File: config.mk
export PLATFORM = sky130hd
export DESIGN_NAME = register_dump_unit
export DESIGN_NICKNAME = d
export VERILOG_FILES = /design/src/rtl/register_dump_unit.sv
export SDC_FILE = /design/constraint.sdc
export NUM_CORES = 1
export LEC_CHECK = 0
export ABC_AREA = 1
export CORE_MARGIN = 2
export CORE_UTILIZATION = 44
export DETAILED_ROUTE_END_ITERATION = 8
export GPL_TIMING_DRIVEN = 0
export PLACE_DENSITY_LB_ADDON = 0.2
export SYNTH_ARGS = -nofsm -noshare
export SYNTH_HDL_FRONTEND = slang
export SYNTH_SLANG_ARGS = --single-unit
File: constraint.sdc
create_clock -name clk -period 1.7 [get_ports clk]
set_input_delay 0.255 -clock clk [delete_from_list [all_inputs] [get_ports clk]]
set_output_delay 0.255 -clock clk [all_outputs]
set_load 0.01 [all_outputs]
File: src/rtl/register_dump_unit.sv
// Walks an index range of an attached register file and streams each register
// out as a valid/ready beat, flagging the final beat and pulsing done at the end.
module register_dump_unit #(
  parameter int unsigned SIZE  = 32,
  parameter int unsigned IDX_W = $clog2(SIZE)
) (
  input  logic              clk,
  input  logic              reset,
  input  logic              start,
  input  logic              abort,
  input  logic [IDX_W-1:0]  first,
  input  logic [IDX_W-1:0]  last,
  output logic [IDX_W-1:0]  rd_index,
  input  logic [31:0]       rd_data,
  output logic              out_valid,
  input  logic              out_ready,
  output logic [31:0]       out_data,
  output logic [IDX_W-1:0]  out_index,
  output logic              out_last,
  output logic              busy,
  output logic              done
);

  typedef logic [31:0] word_t;

  typedef enum logic [1:0] {
    StIdle,
    StRead,
    StSend,
    StDone
  } state_e;

  localparam int unsigned     MaxIdxInt = SIZE - 1;
  localparam logic [IDX_W:0]  MaxIdx    = MaxIdxInt[IDX_W:0];

  state_e           state_q, state_d;
  logic [IDX_W-1:0] cur_q, cur_d;
  logic [IDX_W-1:0] end_q, end_d;
  word_t            out_data_q, out_data_d;
  logic [IDX_W-1:0] out_index_q, out_index_d;

  logic [IDX_W:0]   first_ext;
  logic [IDX_W:0]   last_ext;
  logic [IDX_W:0]   end_clip_ext;
  logic             last_beat;

  // One extra bit so out-of-range indices compare correctly for non-power-of-two SIZE.
  assign first_ext    = {1'b0, first};
  assign last_ext     = {1'b0, last};
  assign end_clip_ext = (last_ext > MaxIdx) ? MaxIdx : last_ext;
  assign last_beat    = (out_index_q == end_q);

  always_comb begin
    state_d     = state_q;
    cur_d       = cur_q;
    end_d       = end_q;
    out_data_d  = out_data_q;
    out_index_d = out_index_q;
    unique case (state_q)
      StIdle: begin
        if (start && !abort) begin
          cur_d = first;
          end_d = end_clip_ext[IDX_W-1:0];
          // end is already clipped to SIZE-1, so this also rejects first >= SIZE.
          if (first_ext > end_clip_ext) begin
            state_d = StDone;
          end else begin
            state_d = StRead;
          end
        end
      end
      StRead: begin
        if (abort) begin
          state_d = StIdle;
        end else begin
          out_data_d  = rd_data;
          out_index_d = cur_q;
          state_d     = StSend;
        end
      end
      StSend: begin
        if (abort) begin
          state_d = StIdle;
        end else if (out_ready) begin
          if (last_beat) begin
            state_d = StDone;
          end else begin
            cur_d   = cur_q + {{(IDX_W-1){1'b0}}, 1'b1};
            state_d = StRead;
          end
        end
      end
      StDone: begin
        state_d = StIdle;
      end
      default: begin
        state_d = StIdle;
      end
    endcase
  end

  always_ff @(posedge clk or posedge reset) begin
    if (reset) begin
      state_q     <= StIdle;
      cur_q       <= '0;
      end_q       <= '0;
      out_data_q  <= '0;
      out_index_q <= '0;
    end else begin
      state_q     <= state_d;
      cur_q       <= cur_d;
      end_q       <= end_d;
      out_data_q  <= out_data_d;
      out_index_q <= out_index_d;
    end
  end

  assign rd_index  = cur_q;
  assign out_valid = (state_q == StSend);
  assign out_data  = out_data_q;
  assign out_index = out_index_q;
  assign out_last  = (state_q == StSend) && last_beat;
  assign busy      = (state_q != StIdle);
  assign done      = (state_q == StDone);

endmodule

==> metrics, run 1 <==
sequential-to-total area share from yosys stat=0.515; # diodes=0; share of cells above drive strength 1=0.205; Worst VDD drop=between 0.7 and 0.8 mV; die area=6020 µm²; critical path endpoint category=output pin; max cap viols=0; Num CTS Buffers=5; Yosys warning total=0; post-synth cell types=24; FP Rows=26; Detailed Place HPWL=3.85 mm; setup TNS=0 ns; DRC viols=0; CP max stage delay=0.43 ns; GPL Wtd Cong=0.766; outcome=finished clean; vias=1794; first-pass GRT wire length=8.45 mm; Hold Path Class=primary input to asynchronous set/reset pin; internal reg-to-reg setup slack=0.31 ns; CP startpoint=state_q[1]; chip width=between 70 and 80 µm; vias per inst=4.64; crit-path max FO=9; final hold violation count=0; r2r startpoint=state_q[1]; Worst-Margin Slew=0.356 ns; CP startpoint kind=flop; max_slew headroom=0.762; Mapped Nets=approximately 270; TritonCTS Sinks=49; CTS tree=built; Tot GR Track Use=0.176; Root Buffer=clkbuf_8; vias in the first global route=1735; Min Hold Slack=0.249 ns; core area=5170 µm²; IO Port Bufs=a little over 90; final-report max-slew violation count=0; post-detailed-route count of antenna-violating nets=0; commonest non-fill, non-tap cell in the layout=clkdlybuf4s50_1; DR WL/cell=12.9 µm; most frequent cells in the layout=clkdlybuf4s50_1 (88), nand2_1 (49), dfrtp_1 (48); Leakage=about 1.8 nW; worst endpoint data arrival time=1.38 ns; minimum clock period after layout=1.63 ns; R2R cell count=9; Layout area overhead=48.5%; First DRT Iteration DRCs=93; Top Family by Delay on Critical Path=buffers and inverters; GR Overflow Total=0; H-Tree Depth=2; Power, Total=0.00589 W; flops & latches, synth=a little under 50; WS Path Type=flop to output pin; hold buffers post-CTS=0; Final setup viols=0; Critical Path RT=1.44 ns; worst-path cell chain=inv_2 -> nor2_4 -> buf_4 -> dlygate4sd2_1; fin nets=370; DRT Pass-1 Iters=4; IO Count=93; clk_lat worst skew=0.29 ns; die span in y=77.6 µm; clock skew=0.00361 ns; final WL=~5.0 mm; syn avg cell area=11.1 µm²; CTS clk-pin slew, worst paths=0.09 ns; clock buffer depth=2; Mapped Area=between 2000 and 2500 µm²; filler instances=417; Post-Syn Instances=215; fin crit share=0.961; slowest library cell on the worst path=dfrtp_1; Reg2Reg Capture Point=rd_index[2]; Fmax=612 MHz; Initial Util=0.461; initial antenna violation count=0; Bufs and invs on worst path=3; PD cells=1660 nW/µm²; largest net degree at the start of global routing=35
## metrics by stage
step / area [µm²] / instances / worst slack, ns / util
global placement: 3390 / 377 / -0.711 / 0.656
detailed placement: 3410 / 378 / -0.251 / 0.659
global route: 3540 / 387 / -0.00160 / 0.684
CTS: 3520 / 386 / -0.0808 / 0.681
finish: 3540 / 387 / 0.0669 / 0.684
floorplan: 2380 / 215 / 0.272 / -
## how the worst max path moves through the flow
stage / endpoint / slack, ns / depth (start not counted)
after floorplan: end_q[0] / 0.27 / 1
after global placement: out_data[28] / -0.71 / 2
after CTS: busy / -0.08 / 3
final: out_valid / 0.07 / 4
after detailed placement: out_last / -0.25 / 6
after global routing: out_last / -0.002 / 7
## final cells by class
| type | instances | area, µm² | share of cell area |
|---|---|---|---|
| Buffer | 6 | 46.3 | 0.0131 |
| Clock buffer | 5 | 68.8 | 0.0195 |
| Clock inverter | 2 | 35.0 | 0.00990 |
| Inverter | 27 | 104 | 0.0294 |
| Multi-Input combinational cell | 133 | 1010 | 0.287 |
| Sequential cell | 49 | 1230 | 0.347 |
| Tap cell | 70 | 87.6 | 0.0248 |
| Timing Repair Buffer | 95 | 955 | 0.270 |
## kinds of logic after synthesis
logic type / count (synthesis) / synth area share
compound gates: 25 / 0.0604
fa+ha+maj: 6 / 0.0315
mux: 32 / 0.199
simple gates: 70 / 0.132
buf+inv: 33 / 0.0630
flops: 49 / 0.515
## sequential cells by signal, indices dropped and copies added (netlist names)
| name | count |
|---|---|
| out_data | 32 |
| out_index | 5 |
| state_q | 2 |
| end_q | 5 |
| rd_index | 5 |
## routing by layer
metal,vias to the layer above,track usage,wire (µm),share of wire
met5,-,0,0,0
met4,0,0.0589,59,0.012
met3,5,0.0302,235,0.047
met2,53,0.275,2380,0.48
met1,838,0.248,2320,0.46
li1,898,-,-,-
## what timing repair did
action,in CTS,in global routing
gates cloned,0,0
resized for setup,4,5
buffers inserted,1,1
pin swaps,1,2
endpoints found under the setup margin,4,2
## synthesized netlist by cell type (all sizes together)
library cell  instances  area, µm²
ha                    6       75.1
buf                   4       38.8
nor2                  8       40.0
dfrtp                49       1230
inv                  27        104
mux2                 32        473
nand3                 6       47.6
or2                   1       6.26
nand2                52        203
nand3b                1       7.51
o21ai                20        119
clkbuf                2       7.51
nor3                  2       10.0
a21oi                 5       25.0
## power by group
group / total (W) / switching, W / leakage, nW / internal [W]
registers: 0.00212 / 0.000379 / 0.593 / 0.00174
clock network: 0.000790 / 0.000362 / 0.0540 / 0.000428
logic: 0.00297 / 0.00116 / 1.10 / 0.00182
No activity file was read; power rests on OpenSTA's default activity.
==> run 2: changes to the inputs <==
--- a/config.mk
+++ b/config.mk
@@ -6,7 +6,6 @@
 export NUM_CORES = 1
 export LEC_CHECK = 0
-export ABC_AREA = 1
-export CORE_MARGIN = 2
-export CORE_UTILIZATION = 44
+export CORE_MARGIN = 4
+export CORE_UTILIZATION = 42
 export DETAILED_ROUTE_END_ITERATION = 8
 export GPL_TIMING_DRIVEN = 0
==> constraint.sdc (replaced) <==
create_clock -name clk -period 1.7 [get_ports clk]
set_input_delay 0.255 -clock clk [delete_from_list [all_inputs] [get_ports clk]]
set_output_delay 0.255 -clock clk [all_outputs]
set_load 0.02 [all_outputs]
==> run 2 against run 1 <==
  * The flow now finishes with violations (setup timing)
  * Sequential share of layout area increased by 1.5 points
  * Critical path type unchanged
  * Clock power down 17%
  * Non-clock buffer count rose by 4
  * First-iteration DRC count is 37% lower
  * Synthesized cell count down 24%
==> metrics, run 2 <==
outcome=complete, but fails checks; violations in the final reports=setup timing; fin util=0.665 (-0.0187); Worst VDD drop=0.841 mV (+15%); final WL=5.20 mm (+4.1%); R2R cell count=4 (-5); clock buffer depth=2 (unchanged); first-pass GRT wire length=8.48 mm (+0.41%); TritonCTS Sinks=49 (unchanged); share of cells above drive strength 1=0.283 (+0.0775); Mapped Nets=216 (-19%); setup TNS=-0.00347 ns (-0.00347 ns); vias=1684 (-6.1%); flops & latches, synth=49 (unchanged); GR Overflow Total=0 (unchanged); Yosys top cell area share=0.557 (+0.0427); design area=3400 µm² (-4.0%); syn avg cell area=13.5 µm² (+22%); Clock power frac=0.130 (-0.004); internal reg-to-reg setup slack=0.08 ns (-0.23 ns); Critical Path RT=1.44 ns (about the same); r2r startpoint=state_q[1]; Fmax=587 MHz (-4.1%); IO Count=93 (unchanged); fin crit share=1.00 (+0.0414); Post-Place Cells=326 (-14%); Mapped Area=2200 µm² (-7.7%); minimum clock period after layout=1.70 ns (+0.0703 ns); crit path to=out_last; Synth area leaders=dfrtp_1 (56%), mux2_2 (22%), ha_1 (3.4%); Num CTS Buffers=5 (unchanged); sequential-to-total area share from yosys stat=0.557 (+0.0427); largest area contributor in the netlist=dfrtp_1; PD cells=1490 nW/µm² (-10%); Sw Pwr=0.00183 W (-3.3%); Yosys warning total=0 (unchanged); Tot GR Track Use=0.172 (-0.00419); internal power=0.00323 W (-19%); Hold Path Class=primary input to asynchronous set/reset pin; post-detailed-route count of antenna-violating nets=0 (unchanged); critical path endpoint category=output pin; vias in the first global route=1768 (+1.9%); Setup WS post-layout=-0.00347 ns (-0.0703 ns); chip width=80.4 µm (+3.6%); core area=5110 µm² (-1.3%); Initial Util=0.431 (-0.0299); filler instances=409 (-1.9%); Commonest cells post-synth=dfrtp_1 (49), mux2_2 (42), inv_1 (7); final-report max-slew violation count=0 (unchanged); GPL Wtd Cong=0.821 (+7.2%); DRT Pass-1 Iters=4 (unchanged); Reg power frac=0.377 (+0.017); Leakage=1.43 nW (-18%); vias per inst=4.97 (+7.2%); H-Tree Depth=2 (unchanged); FP Rows=26 (unchanged); CTS clk-pin slew, worst paths=0.09 ns (about the same); Post-Syn Instances=163 (-24%); CP startpoint kind=flop; die area=6460 µm² (+7.3%); Gate power share=0.493 (-0.012); Root Buffer=clkbuf_8; Worst-Margin Slew=0.482 ns (+0.125 ns); Net Sw Frac=0.363 (+0.0400); worst endpoint data arrival time=1.45 ns (+0.07 ns); die span in y=80.4 µm (+3.6%); DR WL/cell=15.4 µm (+19%); ys async rst share=1.00 (unchanged); crit-path max FO=3 (-6); CTS tree=built; RSZ-0062 raised after global routing=true; clk_lat worst skew=0.29 ns (about the same); Final setup viols=1 (+1); max cap viols=0 (unchanged); post-synth cell types=31 (+29%); clock skew=0.00420 ns (+0.000585 ns); DRC viols=0 (unchanged); Reg2Reg Capture Point=out_data[31]; Main synth FF type=dfrtp_1; Layout area overhead=54.4%; WS Path Type=flop to output pin; non-filler cells, final=339 (-12%); number of synthesized flops with an enable pin=0 (unchanged); initial antenna violation count=0 (unchanged); First DRT Iteration DRCs=59 (-37%); hold buffers post-CTS=0 (unchanged); IO Port Bufs=92 (unchanged); fin nets=322 (-13%); count leader, synth=dfrtp_1; # diodes=0 (unchanged); Detailed Place HPWL=3.96 mm (+2.8%); largest net degree at the start of global routing=32 (-8.6%); commonest non-fill, non-tap cell in the layout=clkdlybuf4s50_1; CP startpoint=out_index[4]; max FFs per register=32 (unchanged); Placed Area=3230 µm² (-5.4%); max_slew headroom=0.677 (-0.0846); most frequent cells in the layout=clkdlybuf4s50_1 (86), dfrtp_1 (47), mux2_2 (42); final hold violation count=0 (unchanged); Power, Total=0.00506 W (-14%)
run 2: cell count changes after synthesis, sizes merged, moves of 3 or more:
cell / delta
a21oi: -4
a2bb2oi: +3
a311oi: +3
and2: +4
inv: -18
mux2: +10
nand2: -47
nor2: -6
o21ai: -17
o22ai: +4
xor2: +5
run 2: worst min-delay path by stage:
| stage | start | to | slack, ns | depth (start not counted) |
|---|---|---|---|---|
| floorplan | abort | state_q[1] | 0.34 | 1 |
| global placement | out_data[16] | out_data[16] | 0.49 | 1 |
| detailed placement | out_data[18] | out_data[18] | 0.50 | 1 |
| CTS | reset | out_data[27] | 0.27 | 2 |
| global route | reset | out_data[27] | 0.29 | 2 |
| finish | reset | out_data[27] | 0.27 | 2 |
run 2: stage by stage:
| stage | hold slack (ns) | setup slack [ns] |
|---|---|---|
| floorplan | 0.344 | 0.0752 |
| global placement | 0.489 | -0.755 |
| detailed placement | 0.496 | -0.458 |
| CTS | 0.274 | -0.159 |
| global route | 0.286 | -0.0734 |
| finish | 0.269 | -0.00347 |
run 2: cells by family (layout without fill, tap and decap cells):
group,Yosys count,in the layout,synth area share
AOI/OAI and AO/OA,19,19,0.0694
xor gates and xnor gates,5,5,0.0199
adders and majority gates,6,6,0.0341
buffers and inverters,15,121,0.0284
DFF,49,49,0.557
muxes,43,43,0.220
and+or+nand+nor,26,26,0.0711
run 2: timing repair:
item | in CTS | in global routing
endpoints found under the setup margin | 34 | 39
pin swaps | 1 | 2
endpoints found under the hold margin | 0 | 0
gates resized for setup | 19 | 10
setup buffers | 2 | 4
run 2: critical path, stage by stage (launching register included):
cell     delay, ns
dfrtp_1       0.41
xor2_1        0.20
nor3_4        0.21
and3_4        0.20
buf_4         0.13
run 2: layout make-up:
cell class | instances | area [µm²] | area share
Sequential cell | 49 | 1230 | 0.362
Multi-Input combinational cell | 99 | 946 | 0.278
Timing Repair Buffer | 99 | 978 | 0.288
Tap cell | 70 | 87.6 | 0.0258
Clock buffer | 6 | 72.6 | 0.0214
Clock inverter | 1 | 8.76 | 0.00258
Buffer | 6 | 41.3 | 0.0122
Inverter | 9 | 33.8 | 0.00994
run 2: power by group through the flow:
stage               clock network [W]  logic (W)  registers, W
finish                       0.000658    0.00249       0.00191
global route                 0.000736    0.00265       0.00198
floorplan                           0   0.000725       0.00239
detailed placement                  0    0.00234       0.00194
global placement                    0    0.00231       0.00191
CTS                          0.000695    0.00244       0.00191
run 2: routing by layer:
metal	track usage	routed length, µm	up-vias
met3	0.0818	531	9
met5	0	0	-
li1	-	-	796
met4	0.0422	80	0
met1	0.206	2100	801
met2	0.278	2490	78
